==> src/rtl/saber_color_fader.sv <==
// saber_color_fader: valid/ready colour sequencer that jumps or ramps R/G/B toward a target at a fixed step rate
module saber_color_fader #(
  parameter int STEP_DIV = 4,
  parameter int STEP     = 1
) (
  input  logic       clk,
  input  logic       rst_n,
  input  logic       cmd_valid,
  output logic       cmd_ready,
  input  logic [7:0] cmd_r,
  input  logic [7:0] cmd_g,
  input  logic [7:0] cmd_b,
  input  logic       cmd_instant,
  input  logic       abort,
  output logic [7:0] r_out,
  output logic [7:0] g_out,
  output logic [7:0] b_out,
  output logic       busy,
  output logic       done
);
  typedef enum logic {IDLE, FADE} state_t;
  localparam logic [15:0] LAST  = 16'(STEP_DIV - 1);
  localparam logic [8:0]  STEP9 = 9'(STEP);
  state_t      state;
  logic [15:0] div;
  logic [7:0]  tgt_r, tgt_g, tgt_b;
  logic [7:0]  nxt_r, nxt_g, nxt_b;
  logic        same, arrive;
  // 9-bit distance clamps the increment so a step lands exactly on the target
  function automatic logic [7:0] step_ch(input logic [7:0] c, input logic [7:0] t);
    logic [8:0] d, s, n;
    d = (c < t) ? {1'b0, t} - {1'b0, c} : {1'b0, c} - {1'b0, t};
    s = (d < STEP9) ? d : STEP9;
    n = (c < t) ? {1'b0, c} + s : {1'b0, c} - s;
    return n[7:0];
  endfunction
  always_comb begin
    nxt_r  = step_ch(r_out, tgt_r);
    nxt_g  = step_ch(g_out, tgt_g);
    nxt_b  = step_ch(b_out, tgt_b);
    same   = {cmd_r, cmd_g, cmd_b} == {r_out, g_out, b_out};
    arrive = {nxt_r, nxt_g, nxt_b} == {tgt_r, tgt_g, tgt_b};
  end
  always_ff @(posedge clk) begin
    if (!rst_n) begin
      state     <= IDLE;
      cmd_ready <= 1'b1;
      busy      <= 1'b0;
      done      <= 1'b0;
      div       <= '0;
      {r_out, g_out, b_out} <= '0;
      {tgt_r, tgt_g, tgt_b} <= '0;
    end else begin
      done <= 1'b0;
      if (state == IDLE) begin
        if (cmd_valid) begin
          {tgt_r, tgt_g, tgt_b} <= {cmd_r, cmd_g, cmd_b};
          if (cmd_instant || same) begin
            {r_out, g_out, b_out} <= {cmd_r, cmd_g, cmd_b};
            done <= 1'b1;
          end else begin
            div       <= '0;
            state     <= FADE;
            cmd_ready <= 1'b0;
            busy      <= 1'b1;
          end
        end
      end else if (abort) begin
        state     <= IDLE;
        cmd_ready <= 1'b1;
        busy      <= 1'b0;
      end else if (div == LAST) begin
        div <= '0;
        {r_out, g_out, b_out} <= {nxt_r, nxt_g, nxt_b};
        if (arrive) begin
          state     <= IDLE;
          cmd_ready <= 1'b1;
          busy      <= 1'b0;
          done      <= 1'b1;
        end
      end else begin
        div <= div + 16'd1;
      end
    end
  end
endmodule

==> config.mk <==
export PLATFORM = sky130hd
export DESIGN_NAME = saber_color_fader
export DESIGN_NICKNAME = d
export VERILOG_FILES = /design/src/rtl/saber_color_fader.sv
export SDC_FILE = /design/constraint.sdc
export NUM_CORES = 1
export LEC_CHECK = 0
export CORE_UTILIZATION = 45
export DETAILED_ROUTE_END_ITERATION = 6
export GPL_TIMING_DRIVEN = 0
export PLACE_DENSITY = 0.67
export SLEW_MARGIN = 10
export SYNTH_ARGS = -nofsm -noshare
export SYNTH_HDL_FRONTEND = slang
export SYNTH_SLANG_ARGS = --single-unit
==> constraint.sdc <==
create_clock -name clk -period 8 [get_ports clk]
set_input_delay 1.6 -clock clk [delete_from_list [all_inputs] [get_ports clk]]
set_output_delay 1.6 -clock clk [all_outputs]
set_load 0.02 [all_outputs]
==> flow_metrics.tcl <==
set metrics [dict create \
    status "finished clean" \
    synth.cell_area_um2 7230 \
    grt_pass1_vias 6132 \
    initial_core_util_pct 46.9 \
    drive_gt1_share_pct 4.63 \
    cts_root_buffer "clkbuf_16" \
    p_int_mw 1.01 \
    first_pass_iters 5 \
    die_x_um 129 \
    power_frac_clock_pct 26.8 \
    clkSinkCount 68 \
    crit_path_end_kind "flip-flop" \
    nets 1122 \
    max_freq_mhz 151 \
    cts_tree "yes" \
    via_per_inst 5.58 \
    layout_commonest_cell "nand2_1" \
    nFillCells 1527 \
    syn-instance-count 943 \
    critPathArrivalTime_ns 6.86 \
    clockBufferDepth 2 \
    area_delta_synth_final_pct 16.0 \
    seqPwrFrac_pct 23.1 \
    post-cts-setup-buffers 0 \
    synth-seq-cells 68 \
    rows 45 \
    cp_max_fo 10 \
    cts_resized 0 \
    finalSetupTns_ns 0 \
    gp_congestion 0.900 \
    grt_start_max_net_pins 14 \
    groute.usage.overall_pct 25.8 \
    power_mw 1.68 \
    tightest_slew_ns 0.789 \
    sw_frac_of_total_pct 40.2 \
    drc 0 \
    required_ns 8.24 \
    cts_made_buffers 9 \
    grt_pass1_wl_um 33000 \
    routed_wl_um 20800 \
    slew_violations 0 \
    drt-initial-drc-count 451 \
    clk_pin_slew_ns 0.06 \
    dp_hpwl_um 16100 \
    startpoint_type "flip-flop" \
    finalHoldViolations 0 \
    combPwrFrac_pct 50.2 \
    final_cell_mix "99 x nand2_1, 79 x nor2_1, 75 x inv_1" \
    syn_area_per_cell_um2 7.67 \
    placed_area_um2 8050 \
    relSlewSlack_pct 47.4 \
    core-area_um2 15400 \
    detail-route-antenna-nets 0 \
    rsz0062_at_grt "false" \
    setup_viol 0 \
    leakage_nw 3.50 \
    wl_per_cell_um 16.9 \
    die-area_um2 16600 \
    power_density_nw_per_um2 201 \
    ys.flop_type "dfxtp_1" \
    utilization_pct 54.4 \
    port_buffers 55 \
    ir_drop_mv 0.145 \
    async_flop_share_pct 0 \
    finalCritPeriodShare_pct 82.7 \
    synth_seq_area_share_pct 18.8 \
    yosys.cell_types.count 85 \
    synth_edf_count 0 \
    fp.dieH_um 129 \
    cts_hold_buffers 0 \
    stdcell_area_um2 8390 \
    diodes 0 \
    yosysWarnings 0 \
    grt-ovfl-total 0 \
    worstSkewPairLatency_ns 0.35 \
    routed-via-count 6841 \
    finalClockSkew_ns 0.00698 \
    r2r_slack_ns 1.38 \
    switchingPower_mw 0.678 \
    hp-class "reg -> reg" \
    htree_levels 3 \
    antenna_found_initial 0 \
    min_period_ns 6.62 \
    path_class "reg -> reg" \
    io_pins 56 \
    drv_cap 0 \
]
-- kinds of logic after synthesis --
kind of cell	share of synthesized area, %
AO/OA/AOI/OAI	24.6
XOR/XNOR	10.6
adder cells (fa/ha/maj)	15.1
buffers and inverters	6.44
flip-flops	18.8
multiplexers	2.39
other	0.0519
AND/OR/NAND/NOR	21.9
-- layout make-up --
type	instances	area (um^2)	share of cell area (%)
Clock inverter	6	95.1	1.13
Inverter	77	289	3.45
Buffer	40	176	2.10
Clock buffer	10	239	2.85
Tap cell	211	264	3.15
Multi-Input combinational cell	760	5410	64.5
Timing Repair Buffer	55	551	6.57
Sequential cell	68	1360	16.2
-- flip-flops by register name, summed over array words and instances, names as in the netlist --
| register | cells |
|---|---|
| div | 16 |
| b_out | 8 |
| g_out | 8 |
| r_out | 8 |
| tgt_b | 8 |
| tgt_g | 8 |
| tgt_r | 8 |
| busy | 1 |
| cmd_ready | 1 |
| done | 1 |
| state | 1 |
-- power by group through the flow --
stage	registers, mW	logic, mW	clock network, mW
2_1_floorplan	0.398	0.620	0
3_3_place_gp	0.395	0.822	0
3_5_place_dp	0.396	0.824	0
4_1_cts	0.388	0.831	0.456
5_1_grt	0.391	0.924	0.472
6_report	0.388	0.845	0.451
-- routing by layer --
metal  routed length [um]  share of wire [%]  vias to the layer above  GRT usage (%)
met3                 1430                6.9                       18           3.74
met5                    0                  0                        -              0
met2                 9150                 44                      213           40.5
li1                     -                  -                     3434              -
met4                  250                1.2                        0           5.61
met1                 9960                 48                     3176           37.3
-- critical path: stages, from the launching register on --
cell and delay [ns]:
dfxtp_1 0.49, inv_1 0.12, ha_1 0.32, buf_6 0.14
and3_2 0.22, a221oi_2 0.28, a21boi_2 0.23, buf_6 0.17
a21oi_2 0.06, a2111oi_4 0.33, nand3_2 0.16, or3_2 0.50
inv_1 0.07, ha_1 0.21, and2_2 0.18, fa_1 0.43
xor2_1 0.22, xnor2_1 0.13, a2111oi_0 0.46, nand4_1 0.13
or4_1 0.55, nor4_1 0.27, and3_1 0.20, o2111ai_1 0.31
a31o_1 0.31
-- Yosys cell counts, drive strengths merged, types with 9 or more instances --
cell / count / area [um^2]
nand2: 99 / 372
nor2: 79 / 297
inv: 76 / 285
ha: 73 / 913
dfxtp: 68 / 1360
a21oi: 65 / 329
xnor2: 64 / 561
o21ai: 35 / 175
clkbuf: 31 / 116
a21boi: 27 / 210
a21o: 26 / 205
xor2: 21 / 184
nand2b: 19 / 119
nand3: 16 / 85.1
nor2b: 16 / 100
mux2i: 15 / 150
nand4: 15 / 93.8
o211a: 14 / 140
and3: 13 / 82.6
or3: 12 / 76.3
a31oi: 11 / 68.8
buf: 9 / 60.1
fa: 9 / 180
nor3: 9 / 45.0
-- final timing paths --
check	startpoint	to	depth (start not counted)
setup reg to reg	r_out[7]$_SDFFE_PN0P_	state$_SDFF_PN0_	24
hold reg to reg	tgt_b[2]$_SDFFE_PN0P_	tgt_b[2]$_SDFFE_PN0P_	2
hold / removal	tgt_b[2]$_SDFFE_PN0P_	tgt_b[2]$_SDFFE_PN0P_	2
setup / recovery	r_out[7]$_SDFFE_PN0P_	state$_SDFF_PN0_	24
-- per-stage QoR --
step,hold slack (ns),std cells,worst slack [ns]
floorplan,0.460,945,2.13
global placement,0.475,1211,1.51
detailed placement,0.488,1211,1.47
CTS,0.496,1227,1.42
global route,0.521,1227,0.870
finish,0.496,1227,1.38
Power figures use the tool's default switching activity.
